$ cat src/rtl/seq_event_monitor.sv
// Counts match pulses from an upstream sequence detector, measures the spacing
// between matches and raises a sticky alarm when THRESH matches fall inside one window.
module seq_event_monitor #(
    parameter int CNT_W  = 8,
    parameter int WINDOW = 16,
    parameter int THRESH = 3
) (
    input  logic             clock,
    input  logic             reset,
    input  logic             z_in,
    input  logic             clear,
    output logic [CNT_W-1:0] count,
    output logic [7:0]       gap,
    output logic             alarm,
    output logic             armed
);

    localparam int WIN_W = (WINDOW > 2) ? $clog2(WINDOW) : 1;
    localparam int HIT_W = (THRESH > 1) ? $clog2(THRESH + 1) : 1;
    localparam logic [HIT_W:0]   THR      = (HIT_W + 1)'(THRESH);
    // The window opens on the arming edge, so the last in-window edge sees WINDOW-2 here.
    localparam logic [WIN_W-1:0] WIN_LAST = WIN_W'(WINDOW - 2);

    typedef enum logic [1:0] {IDLE, ARMED, ALARM} state_t;

    state_t           r_state;
    logic [7:0]       r_timer;
    logic             r_first;
    logic [WIN_W-1:0] r_win_cnt;
    logic [HIT_W-1:0] r_hits;

    logic [HIT_W:0]   w_hits_inc;
    logic             w_thresh;
    logic             w_expire;

    assign w_hits_inc = {1'b0, r_hits} + 1'b1;
    assign w_thresh   = z_in && (w_hits_inc >= THR);
    assign w_expire   = (r_win_cnt == WIN_LAST);

    always_ff @(posedge clock) begin
        if (reset || clear) begin
            r_state   <= IDLE;
            count     <= '0;
            gap       <= '0;
            r_timer   <= '0;
            r_first   <= 1'b1;
            r_win_cnt <= '0;
            r_hits    <= '0;
            armed     <= 1'b0;
            alarm     <= 1'b0;
        end else begin
            if (z_in) begin
                r_timer <= 8'd1;
                gap     <= r_first ? 8'd0 : r_timer;
                r_first <= 1'b0;
                if (count != '1)
                    count <= count + 1'b1;
            end else if (r_timer != '1) begin
                r_timer <= r_timer + 1'b1;
            end

            case (r_state)
                IDLE: begin
                    if (z_in) begin
                        if (THRESH <= 1) begin
                            r_state <= ALARM;
                            alarm   <= 1'b1;
                        end else begin
                            r_state   <= ARMED;
                            armed     <= 1'b1;
                            r_win_cnt <= '0;
                            r_hits    <= HIT_W'(1);
                        end
                    end
                end
                ARMED: begin
                    if (w_thresh) begin
                        r_state <= ALARM;
                        armed   <= 1'b0;
                        alarm   <= 1'b1;
                    end else if (w_expire) begin
                        r_win_cnt <= '0;
                        if (z_in) begin
                            r_hits <= HIT_W'(1);
                        end else begin
                            r_state <= IDLE;
                            armed   <= 1'b0;
                            r_hits  <= '0;
                        end
                    end else begin
                        r_win_cnt <= r_win_cnt + 1'b1;
                        if (z_in)
                            r_hits <= w_hits_inc[HIT_W-1:0];
                    end
                end
                ALARM: begin
                    r_state <= ALARM;
                end
                default: begin
                    r_state <= IDLE;
                    armed   <= 1'b0;
                    alarm   <= 1'b0;
                end
            endcase
        end
    end

endmodule

$ cat config.mk
export PLATFORM = sky130hd
export DESIGN_NAME = seq_event_monitor
export DESIGN_NICKNAME = d
export VERILOG_FILES = /design/src/rtl/seq_event_monitor.sv
export SDC_FILE = /design/constraint.sdc
export NUM_CORES = 1
export LEC_CHECK = 0
export BUFFER_PORTS_ARGS = -buffer_cell sky130_fd_sc_hd__buf_4
export CAP_MARGIN = 20
export CORE_MARGIN = 3
export CORE_UTILIZATION = 26
export CTS_CLUSTER_SIZE = 25
export DETAILED_ROUTE_END_ITERATION = 16
export HOLD_SLACK_MARGIN = 0.02
export PLACE_DENSITY = 0.53
export SYNTH_ARGS = -nofsm -noshare
export SYNTH_HDL_FRONTEND = slang
export SYNTH_SLANG_ARGS = --single-unit
$ cat constraint.sdc
create_clock -name clock -period 2 [get_ports clock]
set_clock_uncertainty 0.05 [all_clocks]
set_input_delay 0.3 -clock clock [delete_from_list [all_inputs] [get_ports clock]]
set_output_delay 0.3 -clock clock [all_outputs]
set_load 0.01 [all_outputs]
==> results of run 1 <==
worst max-delay path, stage by stage, from the launching register on:
cell and delay [ps]:
dfxtp_2 340, inv_1 50, ha_1 200, o211a_1 250, or3_4 330, or4_1 530, a21oi_2 120
sequential cells by signal, summed over array words and instances (netlist names):
name,cells
count,8
alarm,1
r_hits,2
r_first,1
armed,1
gap,8
r_state,2
r_win_cnt,4
r_timer,8
worst max path at each step:
stage                          from           end  cells past startpoint  slack [ps]
after CTS                 r_hits[0]  r_win_cnt[3]                      6          50
after floorplan           r_hits[0]  r_win_cnt[3]                      7          10
after detailed placement  r_hits[0]  r_win_cnt[3]                      6          50
final                     r_hits[0]  r_win_cnt[3]                      6          70
after global routing      r_hits[0]  r_win_cnt[1]                      7           3
after global placement    r_hits[0]  r_win_cnt[3]                      6         100
metal layers:
layer / vias to the layer above / part of all wire / track usage
met4: 0 / 0.022 / 0.0518
met1: 653 / 0.48 / 0.140
li1: 746 / - / -
met2: 24 / 0.44 / 0.157
met5: - / 0 / 0
met3: 7 / 0.055 / 0.0314
synthesized netlist by cell type, drive strengths merged (2+ instances only):
cell type	number
a21oi	17
a31oi	2
and3	2
clkbuf	6
dfxtp	35
ha	6
inv	4
mux2i	2
nand2	11
nand2b	8
nand3	17
nand4	4
nor2	21
nor2b	6
nor3	9
o21ai	12
or2	2
or3	5
xor2	4
cells in the final DEF (no fill, tap or decap), types with 4 or more instances in the layout:
cell	n
buf_4	28
nor2_1	21
nand2b_1	8
clkbuf_8	7
or3_1	4
nor3_1	9
nand3_1	17
a21oi_1	16
ha_1	6
o21ai_0	12
nand4_1	4
dfxtp_1	34
xor2_1	4
nand2_1	11
inv_1	4
nor2b_1	6
kinds of logic (layout without fill, tap and decap cells):
group | Yosys count | in the layout | share of synthesized area
and+or+nand+nor | 92 | 92 | 0.296
muxes | 2 | 2 | 0.0124
DFF | 35 | 35 | 0.435
adders and majority gates | 6 | 6 | 0.0467
buffers and inverters | 11 | 40 | 0.0264
xor gates and xnor gates | 5 | 5 | 0.0272
AOI/OAI and AO/OA | 42 | 42 | 0.156
where the power goes:
group	switching, mW	internal (mW)	total, mW
Clock	0.254	0.314	0.569
Combinational	0.0461	0.0338	0.0800
Sequential	0.00811	0.705	0.713
Total	0.308	1.05	1.36
layout make-up:
cell class | count | area share
multi-input combinational | 147 | 0.438
clock buffer | 8 | 0.0502
sequential | 35 | 0.352
tap | 75 | 0.0470
timing repair buffer | 28 | 0.105
inverter | 4 | 0.00752
metrics by stage:
step | setup slack [ps] | instance area, um^2 | power (mW)
floorplan | 9.53 | 1620 | 0.777
global placement | 102 | 1890 | 0.809
detailed placement | 54.6 | 1890 | 0.808
CTS | 50.0 | 1990 | 1.38
finish | 74.6 | 2000 | 1.36
global route | 2.66 | 2000 | 1.42
repair_timing:
action | CTS | global route
endpoints found under the setup margin | 0 | 2
resized for setup | 0 | 2
hold buffers | 0 | 0
endpoints found under the hold margin | 0 | 0
==> key figures, run 1 <==
Synth
  • Yosys top cell area share: 0.435
  • Number of synthesized register bits: 35
  • Register area share after synthesis: 0.435
  • Synth Net Count: between 200 and 250
  • Synthesized area: approximately 0.0016 mm^2
  • Top cells by area, synth: dfxtp_1, a21oi_1, nand3_1
  • Number of flops mapped to enable cells by yosys: 0
  • Synth cell types: 40
  • Mapped Cells: between 150 and 200
  • Yosys top cell by area: dfxtp_1
  • Prevailing post-synth register cell: dfxtp_1
  • Asr flop ratio synth: 0
  • Syn_area_per_cell: ~8.3 um^2
  • Yosys warnings: 0

STA
  • Final min period: ~1900 ps
  • RSZ-0062 raised after global routing: no
  • Final Max Slew Viols: 0
  • Max frequency: 519 MHz
  • Hold Slack: 261 ps
  • Final Hold Viols: 0
  • Tightest Pin Transition: between 500 and 600 ps
  • TNS Setup: 0 ps
  • Crit share post-route: 0.963
  • Slew headroom: 0.629
  • Setup Viol. Count Final: 0

Setup path
  • CP Launch Type: register
  • R2R setup slack: about 75 ps
  • Critical path fanouts, max: 4
  • Critical Path AT: approximately 2100 ps
  • Req. time, crit path: 2170 ps
  • CP Capture Type: register
  • RR Startpoint: r_hits[0]
  • R2R Path End: r_win_cnt[3]
  • Worst Reg-to-Reg Cells: 6
  • Setup CP Type: reg2reg

Place
  • Hpwl dp: between 2000 and 3000 um
  • Final Wtd Congestion: about 0.71
  • Input/output buffers: 21
  • Placed cell count: about 290

Outcome
  • Status: completed

Layout
  • Footprint of the multi-input gates: slightly below 900 um^2
  • Ant. Diodes: 0
  • Fin util: 0.335
  • Nets@finish: about 230
  • P&R area growth vs syn: 24.0%
  • Final Non-Filler Cells: between 200 and 300
  • Share of layout cells above drive strength 1: 0.180
  • Reg area: 702 um^2
  • Filler Cells Inserted: approximately 630

Global route
  • Remaining global-route overflow: 0
  • Global-route wire length before repair: 6070 um
  • Largest net degree at the start of global routing: 31
  • Via count of the first global-routing pass: 1329
  • Total GRT Usage: 0.106
  • Initial antenna violation count: 0

Routing
  • Final ANT Viol Nets: 0
  • DRC viols: 0
  • Pre-antenna DRT Iters: 4
  • WL per Instance: around 12 um
  • Iteration-0 DRC Markers: 50
  • Vias: approximately 1400
  • Post-DR vias/cell: 4.81
  • Total length of routed wires: between 3000 and 4000 um

Clock tree
  • CTS H-tree lvls: 2
  • Clk sinks: 35
  • Post-CTS Setup Bufs: 0
  • Clock latency on the worst-skew pair: roughly 290 ps
  • CTS tree: done
  • CTS buffer count: 5
  • Clock Tree Buf Depth: 2
  • Clock root cell: clkbuf_8
  • Clock transition at path regs: roughly 70 ps

Die
  • Die Area: slightly above 0.007 mm^2
  • Core Box Area: just under 0.006 mm^2
  • Die X: between 80 and 90 um
  • Initial Util: 0.270
  • I/O Pins: 22
  • Die height: 84.7 um
  • Row count: 28

Power and ir drop
  • Leakage Power: 0.735 nW
  • Pwr/cell area: roughly 680 mW/mm^2
  • Peak supply drop: about 0.00021 V

Hold path
  • Path type of the worst min-delay path: in2reg
  • Hold EP: count[5]
  • Hold path depth: 3
  • Min-delay src: reset

Flow run
  • Max-capacitance violation count: 0
No activity file was read; power rests on OpenSTA's default activity.
==> inputs of run 2 (changes only) <==
- CTS_BUF_LIST: default -> sky130_fd_sc_hd__clkbuf_8
==> run 2 against run 1 <==
Non-clock buffer count stayed put. Register-to-register slack is essentially flat. Worst hold slack hardly changed. First-iteration DRC count unchanged. Clock power fell by 0.9%. Worst setup slack hardly changed. Maximum frequency about the same. Global-route usage unchanged. Critical endpoint unchanged. Largest cell class unchanged.
==> key figures, run 2 (synthesized netlist as in run 1, its figures left out) <==
Hold path
  • Path type of the worst min-delay path: in2reg

Setup path
  • Critical Path AT: 2100 ps (about the same)
  • Critical path fanouts, max: 4 (unchanged)
  • CP Launch Type: register
  • Req. time, crit path: 2170 ps (about the same)
  • Setup CP Type: reg2reg
  • CP Capture Type: register

Power and ir drop
  • Pwr/cell area: 680 mW/mm^2 (-0.28%)
  • Sw Pwr: 0.310 mW (+0.42%)
  • Leakage Power: 0.739 nW (+0.56%)
  • Switching Fraction: 0.228 (+0.00159)
  • Combinational share of power: 0.059 (about the same)
  • Peak supply drop: 0.000214 V (about the same)
  • Flop pwr share: 0.525 (about the same)
  • Int Pwr: 1.05 mW (-0.49%)
  • Clock power share: 0.416 (-0.002)

Global route
  • Global-route wire length before repair: 6070 um (unchanged)
  • Via count of the first global-routing pass: 1329 (unchanged)
  • Remaining global-route overflow: 0 (unchanged)
  • Total GRT Usage: 0.106 (unchanged)
  • Largest net degree at the start of global routing: 31 (unchanged)
  • Initial antenna violation count: 0 (unchanged)

STA
  • Setup Viol. Count Final: 0 (unchanged)
  • RSZ-0062 raised after global routing: no
  • Hold Slack: 260 ps (-0.149 ps)
  • Final Hold Viols: 0 (unchanged)
  • Final Max Slew Viols: 0 (unchanged)
  • Crit share post-route: 0.963 (about the same)
  • Max frequency: 519 MHz (about the same)
  • Tightest Pin Transition: 554 ps (-0.393 ps)
  • Final min period: 1930 ps (+0.435 ps)
  • Slew headroom: 0.629 (about the same)
  • TNS Setup: 0 ps (unchanged)

Die
  • Initial Util: 0.270 (unchanged)
  • Core Box Area: 0.00596 mm^2 (unchanged)
  • Die X: 84.7 um (unchanged)
  • I/O Pins: 22 (unchanged)
  • Row count: 28 (unchanged)
  • Die Area: 0.00717 mm^2 (unchanged)
  • Die height: 84.7 um (unchanged)

Routing
  • Final ANT Viol Nets: 0 (unchanged)
  • Post-DR vias/cell: 4.79 (-0.56%)
  • Pre-antenna DRT Iters: 4 (unchanged)
  • Total length of routed wires: 3580 um (about the same)
  • Vias: 1422 (-0.56%)
  • Iteration-0 DRC Markers: 50 (unchanged)
  • WL per Instance: 12.1 um (about the same)
  • DRC viols: 0 (unchanged)

Clock tree
  • CTS buffer count: 5 (unchanged)
  • CTS tree: done
  • CTS H-tree lvls: 2 (unchanged)
  • Clock Tree Buf Depth: 2 (unchanged)
  • Clk sinks: 35 (unchanged)
  • Clock latency on the worst-skew pair: 290 ps (about the same)
  • Clock transition at path regs: 70 ps (about the same)
  • Clock root cell: clkbuf_8
  • Post-CTS Setup Bufs: 0 (unchanged)

Layout
  • Share of layout cells above drive strength 1: 0.180 (unchanged)
  • Final Instance Area: 0.00200 mm^2 (unchanged)
  • Largest regs: count x8, gap x8, r_timer x8
  • Commonest non-fill, non-tap cells in the layout: dfxtp_1, buf_4, nor2_1
  • P&R area growth vs syn: 24.0% (unchanged)
  • Most common cell after layout, fill and taps aside: dfxtp_1
  • Final Non-Filler Cells: 297 (unchanged)
  • Ant. Diodes: 0 (unchanged)
  • Nets@finish: 231 (unchanged)

Place
  • Hpwl dp: 2520 um (unchanged)
  • Input/output buffers: 21 (unchanged)
  • Placed cell count: 289 (unchanged)
  • Post-DP Area: 0.00189 mm^2 (unchanged)
  • Final Wtd Congestion: 0.708 (unchanged)

Flow run
  • Max-capacitance violation count: 0 (unchanged)

Outcome
  • Status: completed
[run 2: changes by cell type in the layout (fill, tap and decap cells not counted)]
| cell | before | now |
|---|---|---|
| clkbuf_1 | 1 | 0 |
| inv_1 | 4 | 5 |
[run 2: repair_timing]
| item | in CTS | in global routing |
|---|---|---|
| endpoints found under the setup margin | 0 | 2 |
| gates resized for setup | 0 | 2 |
| hold buffers | 0 | 0 |
[run 2: path summary, 6_finish.rpt]
kind | startpoint | endpoint | slack, ps | depth (start not counted)
setup reg to reg | r_hits[0] | r_win_cnt[3] | 70 | 6
setup / recovery | r_hits[0] | r_win_cnt[3] | 70 | 6
hold / removal | reset | count[5] | 260 | 3
hold reg to reg | gap[2] | gap[2] | 420 | 2
[run 2: critical path: stages, from the launching register on]
cell	delay, ps
dfxtp_2	340
inv_1	50
ha_1	200
o211a_1	250
or3_4	330
or4_1	530
a21oi_2	120
[run 2: cell type report]
class	count	area, um^2
clock buffers	7	96.3
clock inverters	1	3.75
fillers	628	3960
inverters	4	15.0
multi-input cells	147	875
flip-flops and latches	35	702
well taps	75	93.8
repair buffers	28	210
[run 2: stage by stage]
step | power, mW | utilization | setup WS [ps]
detailed placement | 0.808 | 0.317 | 54.6
CTS | 1.38 | 0.334 | 49.7
global placement | 0.809 | 0.317 | 102
floorplan | 0.777 | - | 9.53
finish | 1.36 | 0.335 | 74.2
global route | 1.41 | 0.335 | 2.10
[run 2: layer usage]
metal	GRT usage	up-vias	share of wire
li1	-	745	-
met2	0.157	22	0.44
met3	0.0314	7	0.052
met1	0.140	648	0.49
met5	0	-	0
met4	0.0518	0	0.022
[run 2: power by group through the flow]
stage          sequential, mW  combinational [mW]  clock (mW)
4_1_cts                 0.712              0.0796       0.586
2_1_floorplan           0.728              0.0488           0
5_1_grt                 0.713              0.0909       0.607
3_5_place_dp            0.729              0.0792           0
3_3_place_gp            0.729              0.0799           0
6_report                0.713              0.0803       0.564
==> inputs of run 3 (changes only) <==
- SETUP_SLACK_MARGIN: default -> 0.4
==> run 3 against run 2 <==
Clock power up 1%. First-iteration DRC count down 34%. Total power increased by 1.7%. Maximum frequency increased by 9.1%. Worst setup slack improved by 160 ps. Worst hold slack worse by 14 ps. Combinational power grew 19%. Core utilization increased by 2.2 points. Cell count grew 1.3%. Sequential share of layout area fell by 1.9 points. Critical path type unchanged. Critical endpoint unchanged. Largest power group unchanged.
==> key figures, run 3 (synthesized netlist as in run 1, its figures left out) <==
Outcome
  • Status: completed

Hold path
  • Path type of the worst min-delay path: in2reg
  • Hold EP: count[6]
  • Min-delay src: z_in
  • Hold path depth: 2 (-1)

Routing
  • Pre-antenna DRT Iters: 4 (unchanged)
  • Total length of routed wires: 3870 um (+8.1%)
  • WL per Instance: 12.9 um (+6.6%)
  • Final ANT Viol Nets: 0 (unchanged)
  • Iteration-0 DRC Markers: 33 (-34%)
  • Vias: 1481 (+4.1%)
  • Post-DR vias/cell: 4.92 (+2.8%)
  • DRC viols: 0 (unchanged)

Power and ir drop
  • Int Pwr: 1.06 mW (+0.89%)
  • Pwr Total: 1.38 mW (+1.7%)
  • Sw Pwr: 0.324 mW (+4.6%)
  • Peak supply drop: 0.000232 V (+8.5%)
  • Leakage Power: 0.757 nW (+2.3%)
  • Clock power share: 0.414 (-0.002)
  • Pwr/cell area: 650 mW/mm^2 (-4.4%)
  • Flop pwr share: 0.517 (-0.008)
  • Combinational share of power: 0.069 (+0.010)
  • Switching Fraction: 0.235 (+0.00637)

Setup path
  • Critical path fanouts, max: 4 (unchanged)
  • CP Capture Type: register
  • R2R setup slack: 230 ps (+160 ps)
  • R2R Path End: r_win_cnt[3]
  • Worst Reg-to-Reg Cells: 6 (unchanged)
  • Critical Path AT: 1940 ps (-160 ps)
  • RR Startpoint: r_hits[0]
  • Req. time, crit path: 2180 ps (about the same)
  • CP Launch Type: register
  • Setup CP Type: reg2reg

STA
  • Final Max Slew Viols: 0 (unchanged)
  • Hold Slack: 246 ps (-14.2 ps)
  • Tightest Pin Transition: 556 ps (+1.75 ps)
  • Final Hold Viols: 0 (unchanged)
  • Slew headroom: 0.630 (about the same)
  • RSZ-0062 raised after global routing: yes
  • Setup Viol. Count Final: 0 (unchanged)
  • Final min period: 1770 ps (-160 ps)
  • Crit share post-route: 0.883 (-0.0801)
  • Max frequency: 566 MHz (+9.1%)
  • TNS Setup: 0 ps (unchanged)

Global route
  • Global-route wire length before repair: 6560 um (+8.1%)
  • Via count of the first global-routing pass: 1454 (+9.4%)
  • Total GRT Usage: 0.113 (+0.00749)
  • Remaining global-route overflow: 0 (unchanged)
  • Largest net degree at the start of global routing: 25 (-19%)
  • Initial antenna violation count: 0 (unchanged)

Layout
  • P&R area growth vs syn: 32.0%
  • Filler Cells Inserted: 632 (+0.64%)
  • Ant. Diodes: 0 (unchanged)
  • Reg area: 707 um^2 (+0.71%)
  • Largest regs: count x8, gap x8, r_timer x8
  • Fin util: 0.357 (+0.0216)
  • Commonest non-fill, non-tap cells in the layout: dfxtp_1, buf_4, nor2_1
  • Nets@finish: 235 (+1.7%)
  • Share of layout cells above drive strength 1: 0.270 (+0.0897)
  • Footprint of the multi-input gates: 961 um^2 (+9.9%)

Place
  • Final Wtd Congestion: 0.771 (+9.0%)
  • Hpwl dp: 2510 um (-0.69%)
  • Input/output buffers: 21 (unchanged)

Die
  • Die X: 84.7 um (unchanged)
  • Die Area: 0.00717 mm^2 (unchanged)
  • Initial Util: 0.270 (unchanged)
  • Die height: 84.7 um (unchanged)
  • I/O Pins: 22 (unchanged)
  • Core Box Area: 0.00596 mm^2 (unchanged)
  • Row count: 28 (unchanged)

Flow run
  • Max-capacitance violation count: 0 (unchanged)

Clock tree
  • CTS H-tree lvls: 2 (unchanged)
  • Clock root cell: clkbuf_8
  • Clock transition at path regs: 70 ps (about the same)
  • Clock latency on the worst-skew pair: 290 ps (about the same)
  • Clock Tree Buf Depth: 2 (unchanged)
  • CTS tree: done
  • CTS buffer count: 5 (unchanged)
  • CTS hold repair buffers: 0 (unchanged)
  • Clk sinks: 35 (unchanged)
-- run 3: worst max-delay path by stage --
| stage | start | endpoint | slack [ps] | depth (start not counted) |
|---|---|---|---|---|
| after floorplan | r_hits[0] | r_win_cnt[3] | 160 | 7 |
| after global placement | r_hits[0] | r_win_cnt[3] | 150 | 6 |
| after detailed placement | r_hits[0] | r_win_cnt[3] | 80 | 6 |
| after CTS | r_hits[0] | r_win_cnt[3] | 240 | 6 |
| after global routing | r_hits[0] | r_win_cnt[3] | 180 | 6 |
| final | r_hits[0] | r_win_cnt[3] | 230 | 6 |
-- run 3: power by group through the flow --
stage / Combinational, mW / Sequential, mW / Clock, mW
6_report: 0.0952 / 0.715 / 0.571
5_1_grt: 0.106 / 0.716 / 0.617
4_1_cts: 0.0929 / 0.713 / 0.591
3_5_place_dp: 0.0780 / 0.729 / 0
3_3_place_gp: 0.0783 / 0.729 / 0
2_1_floorplan: 0.0490 / 0.728 / 0
-- run 3: per-stage QoR --
step	std cells	worst slack, ps	instance area (um^2)
floorplan	193	158	1620
global placement	287	145	1870
detailed placement	287	80.4	1870
CTS	300	236	2080
global route	301	184	2120
finish	301	234	2120
-- run 3: worst max-delay path: stages (launching register included) --
cell     delay [ps]
dfxtp_2         350
inv_2            60
ha_4            150
o211a_4         220
or3_4           340
or4_1           400
a21oi_1         130
-- run 3: area by class of cell --
| cell class | instances | area share |
|---|---|---|
| clock buffers | 7 | 0.0453 |
| clock inverters | 1 | 0.00177 |
| inverters | 4 | 0.00707 |
| multi-input cells | 147 | 0.452 |
| flip-flops and latches | 35 | 0.333 |
| well taps | 75 | 0.0442 |
| repair buffers | 32 | 0.117 |
-- run 3: layer usage --
layer,wire length (um),share of wire,global-route usage,up-vias
met5,0,0,0,-
met4,63,0.016,0.0561,0
met3,132,0.034,0.0226,6
met2,1850,0.48,0.192,22
met1,1820,0.47,0.135,696
li1,-,-,-,757
-- run 3: what timing repair did --
action / 4_1_cts / 5_1_grt
gates resized for setup: 15 / 11
setup buffers: 5 / 1
pin swaps: 6 / 4
setup endpoints to repair: 6 / 18
